--- src/rtl/rr_arbiter.sv ---
// -----------------------------------------------------------------------------
// rr_arbiter
//
// Round-robin arbiter that shares one resource (bus, memory port, ...) among
// N requesters. A rotating one-hot priority pointer marks where the next
// search starts. The grant is registered and one-hot. An owner keeps the grant
// while it keeps requesting. When someone else is waiting, an owner is limited
// to MAXHOLD consecutive cycles.
//
// Ports:
//   clk        in   1   clock, all state changes on the rising edge
//   reset      in   1   synchronous active-high reset, overrides en
//   en         in   1   advance enable; low freezes all state
//   req        in   N   request vector, bit i = requester i
//   gnt        out  N   registered one-hot grant, or all zero
//   gnt_valid  out  1   |gnt
//   gnt_id     out  W   binary index of the set gnt bit, 0 when gnt == 0
// -----------------------------------------------------------------------------
module rr_arbiter #(
   parameter int N       = 4,
   parameter int W       = 2,
   parameter int MAXHOLD = 4
) (
   input  logic         clk,
   input  logic         reset,
   input  logic         en,
   input  logic [N-1:0] req,
   output logic [N-1:0] gnt,
   output logic         gnt_valid,
   output logic [W-1:0] gnt_id
);

   localparam int CW = $clog2(MAXHOLD + 1);
   localparam logic [CW-1:0] CNT_MAX = CW'(MAXHOLD);
   localparam logic [N-1:0]  PTR_RST = {{(N-1){1'b0}}, 1'b1};

   typedef enum logic {
      IDLE  = 1'b0,
      GRANT = 1'b1
   } state_t;

   state_t          state_q;
   logic [N-1:0]    gnt_q;
   logic [N-1:0]    ptr_q;
   logic [CW-1:0]   cnt_q;

   logic [W-1:0]    ptr_idx;
   logic [W-1:0]    pos;
   logic            found;
   logic [N-1:0]    srch_oh;
   logic [N-1:0]    srch_rot;
   logic [W-1:0]    gnt_idx;
   logic            own_req;
   logic            others_w;
   logic            rel_w;

   // Binary position of the priority pointer; the search starts here.
   always_comb begin
      ptr_idx = '0;
      for (int i = 0; i < N; i++) begin
         if (ptr_q[i]) ptr_idx = W'(i);
      end
   end

   // Circular first-one search from ptr upward, wrapping N-1 -> 0.
   always_comb begin
      srch_oh = '0;
      found   = 1'b0;
      pos     = '0;
      for (int o = 0; o < N; o++) begin
         pos = W'((int'(ptr_idx) + o) % N);
         if (!found && req[pos]) begin
            found        = 1'b1;
            srch_oh[pos] = 1'b1;
         end
      end
   end

   // The next pointer sits one past the new owner, so that owner drops to
   // lowest priority.
   assign srch_rot = {srch_oh[N-2:0], srch_oh[N-1]};

   // The owner releases when it stops requesting, or when its hold budget is
   // spent while somebody else is waiting. A sole requester never times out.
   assign own_req  = |(req & gnt_q);
   assign others_w = |(req & ~gnt_q);
   assign rel_w    = ~own_req | ((cnt_q == CNT_MAX) & others_w);

   always_ff @(posedge clk) begin
      if (reset) begin
         state_q <= IDLE;
         gnt_q   <= '0;
         ptr_q   <= PTR_RST;
         cnt_q   <= '0;
      end else if (en) begin
         case (state_q)
            IDLE: begin
               if (|req) begin
                  gnt_q   <= srch_oh;
                  ptr_q   <= srch_rot;
                  cnt_q   <= CW'(1);
                  state_q <= GRANT;
               end
            end
            GRANT: begin
               if (!rel_w) begin
                  if (cnt_q != CNT_MAX) cnt_q <= cnt_q + CW'(1);
               end else if (|req) begin
                  // Hand over on the same edge; no idle cycle in between.
                  gnt_q <= srch_oh;
                  ptr_q <= srch_rot;
                  cnt_q <= CW'(1);
               end else begin
                  gnt_q   <= '0;
                  cnt_q   <= '0;
                  state_q <= IDLE;
               end
            end
            default: begin
               gnt_q   <= '0;
               cnt_q   <= '0;
               state_q <= IDLE;
            end
         endcase
      end
   end

   always_comb begin
      gnt_idx = '0;
      for (int i = 0; i < N; i++) begin
         if (gnt_q[i]) gnt_idx = W'(i);
      end
   end

   assign gnt       = gnt_q;
   assign gnt_valid = |gnt_q;
   assign gnt_id    = gnt_idx;

endmodule

--- config.mk ---
export PLATFORM = sky130hd
export DESIGN_NAME = rr_arbiter
export DESIGN_NICKNAME = d
export VERILOG_FILES = /design/src/rtl/rr_arbiter.sv
export SDC_FILE = /design/constraint.sdc
export NUM_CORES = 1
export LEC_CHECK = 0
export ABC_AREA = 1
export BUFFER_PORTS_ARGS = -buffer_cell sky130_fd_sc_hd__buf_4
export CORE_UTILIZATION = 49
export CTS_CLUSTER_DIAMETER = 200
export CTS_CLUSTER_SIZE = 30
export DETAILED_ROUTE_END_ITERATION = 8
export MAX_ROUTING_LAYER = met4
export PLACE_DENSITY = 0.7
export SETUP_SLACK_MARGIN = 0.3
export SLEW_MARGIN = 20
export SYNTH_ARGS = -nofsm -noshare
export SYNTH_HDL_FRONTEND = slang
export SYNTH_SLANG_ARGS = --single-unit
--- constraint.sdc ---
create_clock -name clk -period 2.2 [get_ports clk]
set_input_delay 0.44 -clock clk [delete_from_list [all_inputs] [get_ports clk]]
set_output_delay 0.44 -clock clk [all_outputs]
set_load 0.02 [all_outputs]
==> results of run 1 <==
==> cells by family after synthesis <==
kind of cell             count (synthesis)  share of synthesized area (%)
AO/OA/AOI/OAI                            8                           4.10
adder cells (fa/ha/maj)                  6                           7.24
buffers and inverters                   24                           8.68
AND/OR/NAND/NOR                        113                           58.7
flip-flops                              11                           21.2
==> timing repair <==
action                                  CTS  global route
pin swaps                                 0             3
setup buffers                             0             9
cloned                                    0             0
resized for setup                         4            11
hold buffers                              0             0
endpoints found under the setup margin    7             7
==> critical path: cells and delay by family (launching register included) <==
family / cells / cell delay, ns
and+or+nand+nor: 10 / 1.11
DFF: 1 / 0.35
adders and majority gates: 1 / 0.17
buffers and inverters: 2 / 0.12
==> per-layer routing <==
layer	wire, um	vias to the layer above	global-route usage, %
met2	1500	17	44.1
li1	-	584	-
met5	0	-	-
met1	1180	526	24.3
met4	55	0	10.0
met3	45	6	1.51
==> power groups by stage <==
stage	Clock, W	Combinational [W]	Sequential [W]
floorplan	0	0.000956	0.000319
global placement	0	0.00126	0.000300
detailed placement	0	0.00127	0.000303
CTS	0.000137	0.00128	0.000304
global route	0.000145	0.00166	0.000309
finish	0.000134	0.00155	0.000305
==> per-stage QoR <==
step | worst slack (ns) | instances
5_1_grt | 0.261 | 216
3_3_place_gp | 0.247 | 203
4_1_cts | 0.305 | 207
3_5_place_dp | 0.235 | 203
2_1_floorplan | 0.340 | 162
6_report | 0.334 | 216
==> path summary, 6_finish.rpt <==
path | start | to | cells past startpoint | slack (ns)
worst max-delay path | ptr_q[2]$_SDFFE_PP0P_ | ptr_q[3]$_SDFFE_PP0P_ | 13 | 0.33
worst min-delay path | reset | state_q$_SDFFE_PP0P_ | 2 | 0.39
worst max register to register | ptr_q[2]$_SDFFE_PP0P_ | ptr_q[3]$_SDFFE_PP0P_ | 13 | 0.33
worst min register to register | ptr_q[1]$_SDFFE_PP0P_ | ptr_q[1]$_SDFFE_PP0P_ | 2 | 0.50
==> area by class of cell <==
class	instances	share of cell area [%]
Inverter	24	7.18
Multi-Input combinational cell	127	58.3
Timing Repair Buffer	23	13.0
Sequential cell	11	17.0
Clock buffer	4	1.98
Tap cell	27	2.55
==> registers in the layout (all words and copies together) (netlist names) <==
signal and flops:
cnt_q 3, gnt 4, ptr_q 3, state_q 1
==> cell usage after synthesis <==
library cell,number,share of area [%]
sky130_fd_sc_hd__nand3_2,6,5.8
sky130_fd_sc_hd__nor2_2,1,0.60
sky130_fd_sc_hd__nor2_1,9,3.3
sky130_fd_sc_hd__or2_2,1,0.60
sky130_fd_sc_hd__clkinv_1,1,0.36
sky130_fd_sc_hd__nand2_8,1,1.9
sky130_fd_sc_hd__nand2_4,5,5.4
sky130_fd_sc_hd__nand3_1,35,17
sky130_fd_sc_hd__o22ai_1,2,1.2
sky130_fd_sc_hd__o21ai_0,4,1.9
sky130_fd_sc_hd__inv_2,3,1.1
sky130_fd_sc_hd__nand3b_1,1,0.72
sky130_fd_sc_hd__a21oi_1,1,0.48
sky130_fd_sc_hd__nand4_1,3,1.8
sky130_fd_sc_hd__ha_1,6,7.2
sky130_fd_sc_hd__nand2_1,47,17
sky130_fd_sc_hd__nor2_4,2,2.2
sky130_fd_sc_hd__nand2_2,1,0.60
sky130_fd_sc_hd__dfxtp_1,11,21
sky130_fd_sc_hd__o21ai_1,1,0.48
sky130_fd_sc_hd__inv_1,20,7.2
sky130_fd_sc_hd__nor2_8,1,1.9
==> flow_summary.json, run 1 <==
{
  "mappedNetlistNets": 175,
  "drt_drc_violations_left": 0,
  "totalNegativeSetupSlack_ns": 0,
  "cts_tree": "done",
  "synth.yosys.warnings": 0,
  "finalWeightedCongestion": 0.889,
  "synthesis.area_per_instance_um2": 6.40,
  "netSwitchingFraction_pct": 53.3,
  "final_area_mm2": 0.00133,
  "synth_sequential_area_ratio_pct": 21.2,
  "worst-endpoint-arrival_ns": 2.02,
  "io_buffers": 13,
  "first_global_vias": 952,
  "antenna-diode-count": 0,
  "grt_setup_unrepaired": "false",
  "hold_viol_final": 0,
  "maximum_number_of_pins_on_one_net_before_global_route_repair": 10,
  "layout_commonest_cell": "sky130_fd_sc_hd__nand2_1",
  "wirelength_mm": 2.78,
  "ys_types": 22,
  "cts-buffers-inserted": 3,
  "gr-usage-all-layers_pct": 23.3,
  "placed_cell_area_mm2": 0.00118,
  "slew-limit-headroom_pct": 83.6,
  "routedWlPerCell_um": 12.9,
  "crit_chain": "inv_4, nand2_4, nand2_8, inv_2, ha_4, or2_2, nand3b_1, nand2_2, nor2_4, nand3_1, nand3_1, nand2_1, nand2_1",
  "grt_first_pass_wirelength_mm": 3.68,
  "floorplan.die.height_um": 48.0,
  "worst_skew_late_latency_ns": 0.26,
  "combinational_power_share_pct": 77.9,
  "detail_route.iter0.violations": 26,
  "grt_remaining_overflow": 0,
  "finish.net_count": 203,
  "netlist_instances": 162,
  "worst-endpoint-required_ns": 2.36,
  "min_period_over_period_pct": 84.8,
  "sequential_cell_area_um2": 225,
  "final.setup_skew_ns": 0.00120,
  "fin_util_pct": 66.9,
  "pwr-share-seq_pct": 15.4,
  "setup.worst_path.end_class": "flip-flop",
  "final_layout_size_suffix_gt1_share_pct": 30.2,
  "htreeDepth": 1,
  "critical_path.max_fanout": 5,
  "fp.coreArea_mm2": 0.00198,
  "cts_buffer_depth": 2,
  "antenna_found_initial": 0,
  "fin_crit_ns": 1.87,
  "timing_max_transition_violations_final": 0,
  "area.growth.synth_to_final_pct": 27.7,
  "crit_type": "reg2reg",
  "start_util_pct": 52.3,
  "peakVddDrop_mv": 0.812,
  "synth.cell_area_mm2": 0.00104,
  "ioPinCount": 14,
  "cts_sinks": 11,
  "maxClockFrequency_ghz": 0.536,
  "maxcap_viol_count": 0,
  "whs_ns": 0.392,
  "total_power_w": 0.00199,
  "die_area_mm2": 0.00230,
  "route.antenna.remaining_nets": 0,
  "synth-seq-cells": 11,
  "power.leakage_nw": 0.702,
  "worstHoldPathType": "in2reg",
  "cell_internal_pwr_w": 0.000928,
  "power.net_switching_w": 0.00106,
  "run_status": "finished, final reports clean",
  "cp_slowest_stage_delay_ns": 0.35,
  "clockPowerShare_pct": 6.7,
  "worstMarginPinSlew_ns": 0.245,
  "placement_rows": 16,
  "combined_area_of_the_multi_input_logic_cells_um2": 772,
  "cpMaxStageDelayCell": "sky130_fd_sc_hd__dfxtp_4",
  "worst_setup_sp_type": "flip-flop",
  "layout_common_cells": "sky130_fd_sc_hd__nand2_1, sky130_fd_sc_hd__nand3_1, sky130_fd_sc_hd__buf_4",
  "pwr_density_cell_mw_per_mm2": 1500,
  "die_w_um": 48.0,
  "detailedRoute.firstPassIterationCount": 4,
  "routed-via-count": 1133,
  "timing.final.setup_violations": 0,
  "layout.filler_cells": 181,
  "cts.clk_slew.worst_paths_ns": 0.07,
  "clk_root_buffer_cell": "sky130_fd_sc_hd__clkbuf_4",
  "post-dp-hpwl_mm": 2.00,
  "route.detailed.vias_per_inst": 5.25
}
No activity file was read; power rests on OpenSTA's default activity.
==> run 2: changes to the inputs <==
--- a/config.mk
+++ b/config.mk
@@ -12,7 +12,7 @@
 export CTS_CLUSTER_SIZE = 30
 export DETAILED_ROUTE_END_ITERATION = 8
 export MAX_ROUTING_LAYER = met4
-export PLACE_DENSITY = 0.7
+export PLACE_DENSITY = 0.72
 export SETUP_SLACK_MARGIN = 0.3
 export SLEW_MARGIN = 20
 export SYNTH_ARGS = -nofsm -noshare
==> constraint.sdc (replaced) <==
create_clock -name clk -period 1.6 [get_ports clk]
set_input_delay 0.32 -clock clk [delete_from_list [all_inputs] [get_ports clk]]
set_output_delay 0.32 -clock clk [all_outputs]
set_load 0.02 [all_outputs]
==> run 2 against run 1 <==
The run now ends with setup timing left. Core utilization grew 13 points. Final area grew 20%. Sequential power grew 50%. Sequential share of layout area shrank 1.9 points. Power grew 58%. Worst setup slack lost 0.41 ns. Die area is the same. Wire length grew 13%. Fmax grew 11%. Critical path depth is the same. Critical endpoint is now gnt[2]$_SDFFE_PP0P_. Largest cell class unchanged. Highest routed layer unchanged.
==> flow_summary.json, run 2 (synthesis results as in run 1) <==
{
  "instances_no_fill": 228,
  "die_area_mm2": 0.00230,
  "ioPinCount": 14,
  "pwr-share-seq_pct": 14.6,
  "routedWlPerCell_um": 13.8,
  "detail_route.iter0.violations": 29,
  "m1WireLength_mm": 1.28,
  "antenna-diode-count": 0,
  "wl_met2_mm": 1.67,
  "cp_slowest_stage_delay_ns": 0.37,
  "totalNegativeSetupSlack_ns": -0.419,
  "area.growth.synth_to_final_pct": 53.0,
  "cell_internal_pwr_w": 0.00152,
  "layout_common_cells": "sky130_fd_sc_hd__nand2_1, sky130_fd_sc_hd__nand3_1, sky130_fd_sc_hd__buf_4",
  "violations_in_the_final_reports": "setup timing",
  "setup.worst_path.end_class": "flip-flop",
  "clockPowerShare_pct": 6.4,
  "final.setup_skew_ns": 0.00523,
  "worstHoldPathType": "in2reg",
  "timing.final.setup_violations": 7,
  "cpMaxStageDelayCell": "sky130_fd_sc_hd__dfxtp_4",
  "slew-limit-headroom_pct": 82.7,
  "layout_commonest_cell": "sky130_fd_sc_hd__nand2_1",
  "grt_setup_unrepaired": "true",
  "routed-via-count": 1235,
  "maxcap_viol_count": 0,
  "combinational_power_share_pct": 79.0,
  "maxClockFrequency_ghz": 0.596,
  "htreeDepth": 1,
  "first_global_vias": 1029,
  "post_layout_worst_setup_margin_ns": -0.0774,
  "gr-usage-all-layers_pct": 28.2,
  "worst_skew_late_latency_ns": 0.28,
  "cts-buffers-inserted": 3,
  "power.net_switching_w": 0.00162,
  "antenna_found_initial": 0,
  "grt_remaining_overflow": 0,
  "run_status": "finished, violations left",
  "worst-endpoint-arrival_ns": 1.85,
  "highest_layer": "met4",
  "start_util_pct": 52.3,
  "cts.clk_slew.worst_paths_ns": 0.07,
  "finish.net_count": 215,
  "worstMarginPinSlew_ns": 0.257,
  "detailedRoute.firstPassIterationCount": 4,
  "dp_cells": 213,
  "grt_first_pass_wirelength_mm": 4.30,
  "place_ws_ns": -0.0895,
  "total_power_w": 0.00314,
  "timing_max_transition_violations_final": 0,
  "cts_tree": "done",
  "timing.reg2reg.setup_slack_ns": -0.08,
  "worst-endpoint-required_ns": 1.78,
  "critical_path.max_fanout": 4,
  "fp.coreArea_mm2": 0.00198,
  "route.detailed.vias_per_inst": 5.42,
  "worst_setup_sp_type": "flip-flop",
  "netSwitchingFraction_pct": 51.6,
  "largest_register_ffs": 4,
  "route.antenna.remaining_nets": 0,
  "post-dp-hpwl_mm": 2.12,
  "wirelength_mm": 3.14,
  "route.met3.wl_um": 107,
  "floorplan.die.height_um": 48.0,
  "crit_type": "reg2reg",
  "power.leakage_nw": 0.815,
  "io_buffers": 13,
  "cts_buffer_depth": 2,
  "pwr_density_cell_mw_per_mm2": 1980,
  "drt_drc_violations_left": 0,
  "die_w_um": 48.0,
  "peakVddDrop_mv": 1.28,
  "hold_viol_final": 0,
  "cts_sinks": 11,
  "maximum_number_of_pins_on_one_net_before_global_route_repair": 10,
  "finalWeightedCongestion": 0.895,
  "crit_chain": "inv_4, nand2_4, nand2_8, inv_6, ha_4, or2_4, nand3b_1, nand2_2, nor2_4, nand3_2, nand3_2, nand2_2, nand2_1",
  "final_layout_size_suffix_gt1_share_pct": 50.7,
  "placement_rows": 16,
  "fin_crit_ns": 1.68,
  "clk_root_buffer_cell": "sky130_fd_sc_hd__clkbuf_4",
  "min_period_over_period_pct": 105
}
## run 2: path summary, 6_finish.rpt
check	startpoint	endpoint	cells after the start
worst max-delay path	ptr_q[2]$_SDFFE_PP0P_	gnt[2]$_SDFFE_PP0P_	13
worst min-delay path	reset	cnt_q[1]$_SDFFE_PP0P_	2
worst max register to register	ptr_q[2]$_SDFFE_PP0P_	gnt[2]$_SDFFE_PP0P_	13
worst min register to register	ptr_q[1]$_SDFFE_PP0P_	ptr_q[1]$_SDFFE_PP0P_	2
## run 2: area by class of cell
| cell class | count | area [um2] |
|---|---|---|
| Clock buffer | 4 | 26.3 |
| Fill cell | 128 | 395 |
| Inverter | 24 | 103 |
| Multi-Input combinational cell | 127 | 887 |
| Sequential cell | 11 | 240 |
| Tap cell | 27 | 33.8 |
| Timing Repair Buffer | 35 | 297 |
## run 2: repair_timing
| item | 4_1_cts | 5_1_grt |
|---|---|---|
| buffers inserted | 6 | 5 |
| gates cloned | 0 | 0 |
| pin swaps | 12 | 21 |
| hold buffers | 0 | 0 |
| endpoints found under the hold margin | 0 | 0 |
| endpoints found under the setup margin | 12 | 13 |
| gates resized for setup | 32 | 29 |
## run 2: per-layer routing
metal | up-vias | global-route usage, %
li1 | 610 | -
met1 | 583 | 30.2
met2 | 33 | 51.9
met3 | 9 | 3.77
met4 | 0 | 10.6
met5 | - | -
## run 2: critical path, delay by kind of cell (launching register included)
| kind | cells | cell delay (ns) |
|---|---|---|
| adders and majority gates | 1 | 0.14 |
| buffers and inverters | 2 | 0.10 |
| DFF | 1 | 0.37 |
| and+or+nand+nor | 10 | 0.96 |
## run 2: per-stage QoR
step	hold slack, ns	utilization, %	area (um2)
3_3_place_gp	0.495	64.4	1280
5_1_grt	0.255	80.1	1590
6_report	0.248	80.1	1590
2_1_floorplan	0.389	-	1060
3_5_place_dp	0.503	64.4	1280
4_1_cts	0.267	73.4	1450
## run 2: power by group through the flow
| stage | logic [W] | clock network (W) | registers, W |
|---|---|---|---|
| floorplan | 0.00139 | 0 | 0.000450 |
| global placement | 0.00192 | 0 | 0.000424 |
| detailed placement | 0.00195 | 0 | 0.000426 |
| CTS | 0.00226 | 0.000193 | 0.000428 |
| global route | 0.00268 | 0.000212 | 0.000464 |
| finish | 0.00248 | 0.000202 | 0.000457 |
==> run 3: changes to the inputs <==
--- a/config.mk
+++ b/config.mk
@@ -13,6 +13,7 @@
 export DETAILED_ROUTE_END_ITERATION = 8
 export MAX_ROUTING_LAYER = met4
 export PLACE_DENSITY = 0.72
+export REMOVE_ABC_BUFFERS = 1
 export SETUP_SLACK_MARGIN = 0.3
 export SLEW_MARGIN = 20
 export SYNTH_ARGS = -nofsm -noshare
==> run 3 against run 2 <==
The run still ends with setup timing left. Wire length rose by 3.2%. Via count rose by 2.1%. Fmax decreased by 3.0%. Sequential share of layout area down 0.43 points. Flip-flop and latch count unchanged. Global-route usage fell by 0.69 points. Die area unchanged. Critical path depth unchanged. Critical path type unchanged. Largest power group unchanged. Highest routed layer unchanged.
==> flow_summary.json, run 3 (synthesis results as in run 1) <==
{
  "run_status": "finished, violations left",
  "violations_in_the_final_reports": "setup timing",
  "final.setup_skew_ns": 0.0109,
  "whs_ns": 0.253,
  "top_cell_family_by_delay_on_the_critical_path": "simple AND/OR/NAND/NOR gates",
  "layout_common_cells": "sky130_fd_sc_hd__nand2_1, sky130_fd_sc_hd__buf_4, sky130_fd_sc_hd__nand3_1",
  "cpMaxStageDelayCell": "sky130_fd_sc_hd__dfxtp_2",
  "maxClockFrequency_ghz": 0.578,
  "worstHoldPathType": "in2reg",
  "detail_route.iter0.violations": 54,
  "clk_root_buffer_cell": "sky130_fd_sc_hd__clkbuf_4",
  "route.detailed.vias_per_inst": 5.46,
  "die_w_um": 48.0,
  "maximum_number_of_pins_on_one_net_before_global_route_repair": 10,
  "slew-limit-headroom_pct": 81.9,
  "timing.rr.start": "ptr_q[3]$_SDFFE_PP0P_",
  "grt_setup_unrepaired": "true",
  "crit_chain": "buf_6, inv_4, nand2_8, inv_4, ha_4, or2_4, nand3b_1, nand2_2, nor2_4, nand3_2, nand3_2, nand2_2, nand2_1",
  "layout_commonest_cell": "sky130_fd_sc_hd__nand2_1",
  "finalWeightedCongestion": 0.880,
  "hold_path_startpoint": "reset",
  "cts.clk_slew.worst_paths_ns": 0.08,
  "cts_sinks": 11,
  "setup.worst_path.end_class": "flip-flop",
  "post_layout_worst_setup_margin_ns": -0.130,
  "critical_path.max_fanout": 4,
  "power.leakage_nw": 0.821,
  "holdPathEnd": "cnt_q[1]$_SDFFE_PP0P_",
  "route.antenna.remaining_nets": 0,
  "post-dp-hpwl_mm": 1.98,
  "cts_tree": "done",
  "worst_skew_late_latency_ns": 0.27,
  "detailedRoute.firstPassIterationCount": 4,
  "maxcap_viol_count": 0,
  "floorplan.die.height_um": 48.0,
  "reg2reg_depth": 13,
  "drt_drc_violations_left": 0,
  "min_period_over_period_pct": 108,
  "final_layout_size_suffix_gt1_share_pct": 52.0,
  "layout.filler_cells": 123,
  "wirelength_mm": 3.24,
  "die_area_mm2": 0.00230,
  "worst_hold_path.num_cells": 2,
  "cp.buffers_inverters": 3,
  "start_util_pct": 52.3,
  "worst_setup_sp_type": "flip-flop",
  "timing.final.setup_violations": 7,
  "cts_buffer_depth": 2,
  "area.growth.synth_to_final_pct": 55.0,
  "finish.net_count": 218,
  "io_buffers": 13,
  "first_global_vias": 1014,
  "antenna-diode-count": 0,
  "routed-via-count": 1261,
  "hold_viol_final": 0,
  "peakVddDrop_mv": 1.66,
  "routedWlPerCell_um": 14.0,
  "worstMarginPinSlew_ns": 0.272,
  "grt_remaining_overflow": 0,
  "ioPinCount": 14,
  "largest_register_ffs": 4,
  "timing.reg2reg.setup_slack_ns": -0.13,
  "post_cts_hold_buffer_count": 0,
  "total_power_w": 0.00325,
  "worst-endpoint-required_ns": 1.75,
  "antenna_found_initial": 0,
  "grt_first_pass_wirelength_mm": 4.31,
  "pwr_density_cell_mw_per_mm2": 2020,
  "worst-endpoint-arrival_ns": 1.88,
  "placement_rows": 16,
  "sequential_cell_area_um2": 236,
  "gr-usage-all-layers_pct": 27.5,
  "timing_max_transition_violations_final": 0,
  "cp_slowest_stage_delay_ns": 0.35,
  "cts-buffers-inserted": 3,
  "fin_crit_ns": 1.73,
  "htreeDepth": 1,
  "fp.coreArea_mm2": 0.00198,
  "combined_area_of_the_multi_input_logic_cells_um2": 872,
  "r2r_end": "ptr_q[3]$_SDFFE_PP0P_",
  "crit_type": "reg2reg"
}
-- run 3: through the flow --
stage | area, um2 | TNS (ns) | setup slack [ns] | util, % | std cells
after floorplan | 1040 | -1.80 | -0.260 | - | 162
after global placement | 1270 | -0.958 | -0.158 | 64.3 | 216
after detailed placement | 1270 | -1.29 | -0.206 | 64.3 | 216
after CTS | 1490 | -0.557 | -0.0860 | 75.0 | 226
after global routing | 1610 | -1.21 | -0.183 | 81.1 | 231
final | 1610 | -0.813 | -0.130 | 81.1 | 231
-- run 3: worst max path at each step --
stage,startpoint,to,cells after the start
2_1_floorplan,ptr_q[3]$_SDFFE_PP0P_,gnt[1]$_SDFFE_PP0P_,12
3_3_place_gp,ptr_q[2]$_SDFFE_PP0P_,ptr_q[3]$_SDFFE_PP0P_,13
3_5_place_dp,ptr_q[2]$_SDFFE_PP0P_,ptr_q[3]$_SDFFE_PP0P_,13
4_1_cts,ptr_q[3]$_SDFFE_PP0P_,ptr_q[1]$_SDFFE_PP0P_,12
5_1_grt,ptr_q[3]$_SDFFE_PP0P_,ptr_q[3]$_SDFFE_PP0P_,12
6_report,ptr_q[3]$_SDFFE_PP0P_,ptr_q[3]$_SDFFE_PP0P_,13
-- run 3: layout make-up --
class / count / area share [%]
multi-input cells: 127 / 54.2
clock buffers: 4 / 1.63
flip-flops and latches: 11 / 14.7
repair buffers: 38 / 21.1
inverters: 24 / 6.23
well taps: 27 / 2.10
-- run 3: timing repair --
action                                  in CTS  in global routing
setup buffers                                6                  5
endpoints found under the setup margin      13                 14
gates resized for setup                     40                 29
pin swaps                                   18                 11
-- run 3: metal layers --
| metal | wire, um | GRT usage (%) | up-vias |
|---|---|---|---|
| met4 | 57 | 11.1 | 0 |
| met1 | 1250 | 29.6 | 591 |
| met2 | 1740 | 50.0 | 48 |
| met3 | 187 | 3.77 | 8 |
| met5 | 0 | - | - |
| li1 | - | - | 614 |
-- run 3: power breakdown --
part	total [W]	internal [W]	switching [W]
combinational	0.00263	0.00112	0.00151
clock	0.000190	0.0000963	0.0000935
sequential	0.000431	0.000353	0.0000779
total	0.00325	0.00157	0.00168
